[src/rtl/meas_text_serializer.sv]
// Snapshots the BCD measurement results at a rate-limited, period-aligned interval
// and streams them out as a fixed 67-character ASCII frame over a valid/ready byte port.
//
// state | meaning
// ------+-------------------------------------------------------------
// HOLD  | display hold-off; counter runs up to HOLD_CYCLES-1
// ARM   | hold-off elapsed and RUN high; waiting for PERIOD_FLAG rise
// LOAD  | capture all six measurements, pulse FRAME_START
// SEND  | present frame byte at idx, advance on each transfer
// DONE  | pulse FRAME_DONE, restart hold-off
module meas_text_serializer #(
  parameter int HOLD_CYCLES = 25000000,
  parameter int HOLD_W      = 25
) (
  input  logic        CLK,
  input  logic        RSTB,
  input  logic        RUN,
  input  logic        PERIOD_FLAG,
  input  logic [23:0] frequency,
  input  logic [19:0] max_t,
  input  logic [19:0] min_t,
  input  logic [19:0] mean_t,
  input  logic [19:0] mean_t2,
  input  logic [19:0] Vp2p_vol_t,
  output logic [7:0]  CHAR_DATA,
  output logic        CHAR_VALID,
  input  logic        CHAR_READY,
  output logic        FRAME_START,
  output logic        FRAME_DONE,
  output logic        BUSY
);

  typedef enum logic [2:0] {S_HOLD, S_ARM, S_LOAD, S_SEND, S_DONE} state_t;

  localparam logic [HOLD_W-1:0] HOLD_MAX = HOLD_W'(HOLD_CYCLES - 1);

  state_t            state;
  logic [HOLD_W-1:0] hold_cnt;
  logic              pf_q;
  logic              rise;
  logic [23:0]       freq_q;
  logic [19:0]       max_q, min_q, mean_q, rms_q, vpp_q;
  logic [6:0]        idx, nxt_idx, pos;
  logic [7:0]        nxt_char, vlabel;
  logic [19:0]       vword;
  logic [3:0]        dig;
  logic              blank, is_dig;
  logic [5:1]        fblank;

  function automatic logic [7:0] enc(input logic [3:0] n);
    return (n > 4'd9) ? 8'h3F : {4'h3, n};
  endfunction

  assign rise = PERIOD_FLAG & ~pf_q;

  // A frequency digit is blanked only while it and every digit above it are zero.
  always_comb begin
    fblank[5] = (freq_q[23:20] == 4'h0);
    fblank[4] = fblank[5] & (freq_q[19:16] == 4'h0);
    fblank[3] = fblank[4] & (freq_q[15:12] == 4'h0);
    fblank[2] = fblank[3] & (freq_q[11:8]  == 4'h0);
    fblank[1] = fblank[2] & (freq_q[7:4]   == 4'h0);
  end

  // Character for the byte after the current one; registered on each transfer.
  always_comb begin
    nxt_idx  = idx + 7'd1;
    nxt_char = 8'h00;
    pos      = 7'd0;
    vword    = 20'h0;
    vlabel   = 8'h00;
    dig      = 4'h0;
    blank    = 1'b0;
    is_dig   = 1'b0;
    if (nxt_idx < 7'd12) begin
      case (nxt_idx)
        7'd1:    nxt_char = ":";
        7'd2:    begin dig = freq_q[23:20]; blank = fblank[5]; is_dig = 1'b1; end
        7'd3:    begin dig = freq_q[19:16]; blank = fblank[4]; is_dig = 1'b1; end
        7'd4:    begin dig = freq_q[15:12]; blank = fblank[3]; is_dig = 1'b1; end
        7'd5:    begin dig = freq_q[11:8];  blank = fblank[2]; is_dig = 1'b1; end
        7'd6:    begin dig = freq_q[7:4];   blank = fblank[1]; is_dig = 1'b1; end
        7'd7:    begin dig = freq_q[3:0];   is_dig = 1'b1; end
        7'd8:    nxt_char = "H";
        7'd9:    nxt_char = "z";
        7'd10:   nxt_char = 8'h0D;
        7'd11:   nxt_char = 8'h0A;
        default: nxt_char = "F";
      endcase
    end else begin
      if (nxt_idx < 7'd23) begin
        pos = nxt_idx - 7'd12; vword = max_q;  vlabel = "H";
      end else if (nxt_idx < 7'd34) begin
        pos = nxt_idx - 7'd23; vword = min_q;  vlabel = "L";
      end else if (nxt_idx < 7'd45) begin
        pos = nxt_idx - 7'd34; vword = mean_q; vlabel = "M";
      end else if (nxt_idx < 7'd56) begin
        pos = nxt_idx - 7'd45; vword = rms_q;  vlabel = "R";
      end else begin
        pos = nxt_idx - 7'd56; vword = vpp_q;  vlabel = "P";
      end
      case (pos)
        7'd0:    nxt_char = vlabel;
        7'd1:    nxt_char = ":";
        7'd2:    begin dig = vword[19:16]; is_dig = 1'b1; end
        7'd3:    nxt_char = ".";
        7'd4:    begin dig = vword[15:12]; is_dig = 1'b1; end
        7'd5:    begin dig = vword[11:8];  is_dig = 1'b1; end
        7'd6:    begin dig = vword[7:4];   is_dig = 1'b1; end
        7'd7:    begin dig = vword[3:0];   is_dig = 1'b1; end
        7'd8:    nxt_char = "V";
        7'd9:    nxt_char = 8'h0D;
        default: nxt_char = 8'h0A;
      endcase
    end
    if (is_dig) nxt_char = blank ? 8'h20 : enc(dig);
  end

  always_ff @(posedge CLK or negedge RSTB) begin
    if (!RSTB) begin
      state       <= S_HOLD;
      hold_cnt    <= '0;
      pf_q        <= 1'b0;
      freq_q      <= '0;
      max_q       <= '0;
      min_q       <= '0;
      mean_q      <= '0;
      rms_q       <= '0;
      vpp_q       <= '0;
      idx         <= '0;
      CHAR_DATA   <= 8'h00;
      CHAR_VALID  <= 1'b0;
      FRAME_START <= 1'b0;
      FRAME_DONE  <= 1'b0;
      BUSY        <= 1'b0;
    end else begin
      pf_q        <= PERIOD_FLAG;
      FRAME_START <= 1'b0;
      FRAME_DONE  <= 1'b0;
      unique case (state)
        S_HOLD: begin
          if (hold_cnt != HOLD_MAX) hold_cnt <= hold_cnt + HOLD_W'(1);
          else if (RUN)             state    <= S_ARM;
        end
        S_ARM: begin
          if (!RUN) begin
            state <= S_HOLD;
          end else if (rise) begin
            state       <= S_LOAD;
            FRAME_START <= 1'b1;
            BUSY        <= 1'b1;
          end
        end
        S_LOAD: begin
          freq_q     <= frequency;
          max_q      <= max_t;
          min_q      <= min_t;
          mean_q     <= mean_t;
          rms_q      <= mean_t2;
          vpp_q      <= Vp2p_vol_t;
          idx        <= '0;
          CHAR_DATA  <= "F";
          CHAR_VALID <= 1'b1;
          state      <= S_SEND;
        end
        S_SEND: begin
          if (CHAR_READY) begin
            if (idx == 7'd66) begin
              CHAR_VALID <= 1'b0;
              CHAR_DATA  <= 8'h00;
              FRAME_DONE <= 1'b1;
              state      <= S_DONE;
            end else begin
              idx       <= nxt_idx;
              CHAR_DATA <= nxt_char;
            end
          end
        end
        S_DONE: begin
          BUSY     <= 1'b0;
          hold_cnt <= '0;
          state    <= S_HOLD;
        end
        default: state <= S_HOLD;
      endcase
    end
  end

endmodule

[config.mk]
export PLATFORM = sky130hd
export DESIGN_NAME = meas_text_serializer
export DESIGN_NICKNAME = d
export VERILOG_FILES = /design/src/rtl/meas_text_serializer.sv
export SDC_FILE = /design/constraint.sdc
export NUM_CORES = 1
export LEC_CHECK = 0
export BUFFER_PORTS_ARGS = -buffer_cell sky130_fd_sc_hd__buf_2
export CORE_AREA = 2 2 133 135
export CTS_BUF_LIST = sky130_fd_sc_hd__clkbuf_16
export DETAILED_ROUTE_END_ITERATION = 10
export DIE_AREA = 0 0 135 137
export PLACE_DENSITY = 0.83
export SETUP_SLACK_MARGIN = 0.4
export SLEW_MARGIN = 20
export SYNTH_ARGS = -nofsm -noshare
export SYNTH_HDL_FRONTEND = slang
export SYNTH_SLANG_ARGS = --single-unit
export TNS_END_PERCENT = 20
[constraint.sdc]
create_clock -name CLK -period 4.65 [get_ports CLK]
set_input_delay 0.2325 -clock CLK [delete_from_list [all_inputs] [get_ports CLK]]
set_output_delay 0.2325 -clock CLK [all_outputs]
set_load 0.02 [all_outputs]
==> key figures <==
Critical path
  • Slowest CP cell: dfrtp_1
  • Worst path bufs/invs: 1
  • Startpoint types: flip-flop
  • Critical path endpoint category: flip-flop
  • Critical Path RT: 4.99 ns
  • Worst Path Arrival: 4.38 ns
  • Worst Path Max Fanout: 12
  • Worst stage delay on the critical path: 0.45 ns
  • Crit-path leading delay family: compound AO/OA/AOI/OAI gates
  • Crit Path Category: flip-flop to flip-flop
  • Crit-path cells: ha_1 > xor2_1 > buf_4 > ha_1 > o21ba_2 > o21ai_0 > a31oi_1 > mux2_2 > o221ai_2 > o21ai_4 > nor4_4 > a21boi_1 > a32oi_2 > o2111a_1 > a211oi_2
  • CP dominant cell by count: ha_1

Route
  • Met1 wire length: 9870 um
  • Routed Antenna Nets: 0
  • Residual DRC count: 0
  • WL met2: 11900 um
  • Highest metal used: met4
  • Total Wirelength: 24100 um
  • Routed wl met3: 1590 um
  • Via count: 7444
  • Initial DRC count: 681
  • Drt pass-1 iters: 7
  • Vias/cell: 6.10
  • Post-detailed-route wirelength per cell: 19.8 um

Layout
  • Fillers: 1348
  • Nets: 1122
  • Ant diodes: 0
  • Share of cells above drive strength 1: 36.9%
  • Area grow syn2layout: 17.6%

Synth
  • Mapped Avg Cell Area: 10.9 um^2
  • Seq cells post-synth: 171
  • Mux share of post-synthesis cell area: 17.1%
  • Number of synthesized flops with an enable pin: 0
  • Post-synthesis xor/xnor area fraction: 3.38%
  • Post-synthesis adder-cell area fraction: 1.22%
  • Synth area leader: dfrtp_1
  • Asr flop ratio synth: 100%
  • Synth warn: 0
  • Syn nets: 988
  • Top FF cell, synth: dfrtp_1
  • Synth cell count leaders: dfrtp_1 (171), mux2_2 (129), nand2_1 (66), nor2_1 (66)
  • Syn Std Cell Area: 9230 um^2
  • Simple-gate share of the synthesized area: 13.9%
  • Synth top area cells: dfrtp_1 (46%), mux2_2 (16%), nand2_1 (2.7%), nor2_1 (2.7%), xor2_1 (2.1%)
  • Synth Area in Compound Gates: 14.9%
  • Main combinational cell family by area after synthesis: multiplexers
  • Mapped Cells: 850
  • Library cells used by synthesis: 90
  • Top-count cell post-synth: dfrtp_1
  • Register area share after synthesis: 46.4%
  • Synth top area share: 46.4%

Timing
  • RSZ-0062 raised after global routing: false
  • Layout Skew: 0.0124 ns
  • WHS: 0.0243 ns
  • Final Hold Viols: 0
  • Final worst path period need: 4.03 ns
  • Actual slew at the worst max-slew pin: 1.19 ns
  • Final setup violation count: 0
  • Final Max Slew Viols: 0
  • Fin crit share: 86.7%
  • Final setup TNS: 0 ns
  • Max_slew headroom: 19.4%
  • FMAX: 248 MHz

Outcome
  • Status: completed

Die
  • Die area: 18500 um^2
  • Die Ht: 137 um
  • Num ports: 141
  • Starting Density: 54.1%
  • Die W: 135 um
  • Core area: 17100 um^2
  • FP Rows: 48

GRT
  • Initial antenna violation count: 0
  • GR Util All Layers: 26.8%
  • Largest net degree at the start of global routing: 129
  • Vias in the first global route: 7474
  • Total grt overflow: 0
  • Global-route wire length before repair: 38400 um

Clock tree
  • Worst-path clk slew: 0.07 ns
  • Htree depth: 4
  • Total clock sinks: 171
  • CTS Buffer Depth: 2
  • Clk root buf: clkbuf_16
  • CTS tree: built
  • Num CTS Buffers: 17
  • Clk_lat worst skew: 0.43 ns

Placement
  • DPL Wire Length: 17500 um
  • IO buf count: 139
  • GP Congestion: 0.946

Flow run
  • Max-Cap Viols: 0

Pwr
  • P per Cell Area: 578 nW/um^2
  • Final Total Pwr: 6.27 mW
  • Worst IR Drop VDD: 0.403 mV
  • P_leak: 4.69 nW

Worst hold path
  • Hold Path Class: input pin to flip-flop
area by class of cell:
type / count / area, um^2 / area share, %
clock inverters: 14 / 139 / 1.28
flip-flops and latches: 171 / 4280 / 39.4
inverters: 11 / 41.3 / 0.380
multi-input cells: 617 / 4750 / 43.8
well taps: 225 / 282 / 2.59
repair buffers: 166 / 935 / 8.61
clock buffers: 17 / 425 / 3.92
where the power goes:
group | total [mW] | switching (mW) | leakage (nW) | internal [mW]
clock | 1.38 | 0.628 | 0.279 | 0.748
combinational | 2.35 | 1.14 | 2.34 | 1.21
sequential | 2.55 | 0.422 | 2.07 | 2.13
total | 6.27 | 2.19 | 4.69 | 4.08
sequential cells by signal (all words and copies together) (netlist names):
name         cells
BUSY             1
CHAR_DATA        7
CHAR_VALID       1
FRAME_DONE       1
FRAME_START      1
freq_q          24
hold_cnt        25
idx              7
max_q           20
mean_q          20
min_q           20
pf_q             1
rms_q           20
state            3
vpp_q           20
per-layer routing:
layer / vias to the layer above / GRT usage [%]
li1: 3419 / -
met1: 3645 / 33.6
met2: 317 / 44.7
met3: 63 / 6.37
met4: 0 / 11.5
met5: - / 0
placed cells by master (no fill, tap or decap), drive strengths merged, types with 5 or more instances in the layout:
cell type,netlist,routed
o21ai,36,36
a21o,8,8
dfrtp,171,171
nand2,68,68
nand3,28,28
xnor2,10,10
a21oi,21,21
nor3,22,22
ha,9,9
xor2,23,23
o211ai,10,10
nor2,67,67
a221oi,6,6
nor3b,5,5
a31oi,14,14
mux2i,9,9
a2bb2oi,5,5
or3,5,5
o22ai,11,11
o221ai,10,10
inv,11,19
nand4,8,8
buf,22,164
and3,9,9
nor2b,5,5
and2,5,5
a211oi,8,8
nor4,11,11
mux2,130,130
clkbuf,29,17
timing repair:
item,CTS,global route
setup buffers,0,2
hold buffers,2,0
setup endpoints to repair,0,7
gates resized for setup,0,13
endpoints found under the hold margin,72,0
worst paths after layout:
check	slack (ns)	cells after the start	start	to
worst min register to register	0.49	2	CHAR_DATA[5]$_DFFE_PN0P_	CHAR_DATA[5]$_DFFE_PN0P_
worst max register to register	0.62	15	idx[0]$_DFFE_PN0P_	CHAR_DATA[1]$_DFFE_PN0P_
worst max-delay path	0.62	15	idx[0]$_DFFE_PN0P_	CHAR_DATA[1]$_DFFE_PN0P_
max in group asynchronous	3.29	3	RSTB	rms_q[7]$_DFFE_PN0P_
min in group asynchronous	0.38	2	RSTB	min_q[9]$_DFFE_PN0P_
worst min-delay path	0.02	2	mean_t2[13]	rms_q[13]$_DFFE_PN0P_
cell families (layout without fill, tap and decap cells):
family	after synthesis	count (layout)
AO/OA/AOI/OAI	183	183
XOR/XNOR	33	33
adder cells (fa/ha/maj)	9	9
buffers and inverters	62	208
flip-flops	171	171
multiplexers	140	140
other	1	1
AND/OR/NAND/NOR	251	251
per-stage QoR:
stage	cell area [um^2]	util (%)	setup slack, ns	cells
after detailed placement	10200	59.7	0.484	1186
after floorplan	9230	-	0.711	850
after global placement	10200	59.7	0.604	1186
after global routing	10900	63.6	0.356	1221
after CTS	10800	63.1	0.435	1219
final	10900	63.6	0.619	1221
(Power assumes the default switching activity.)
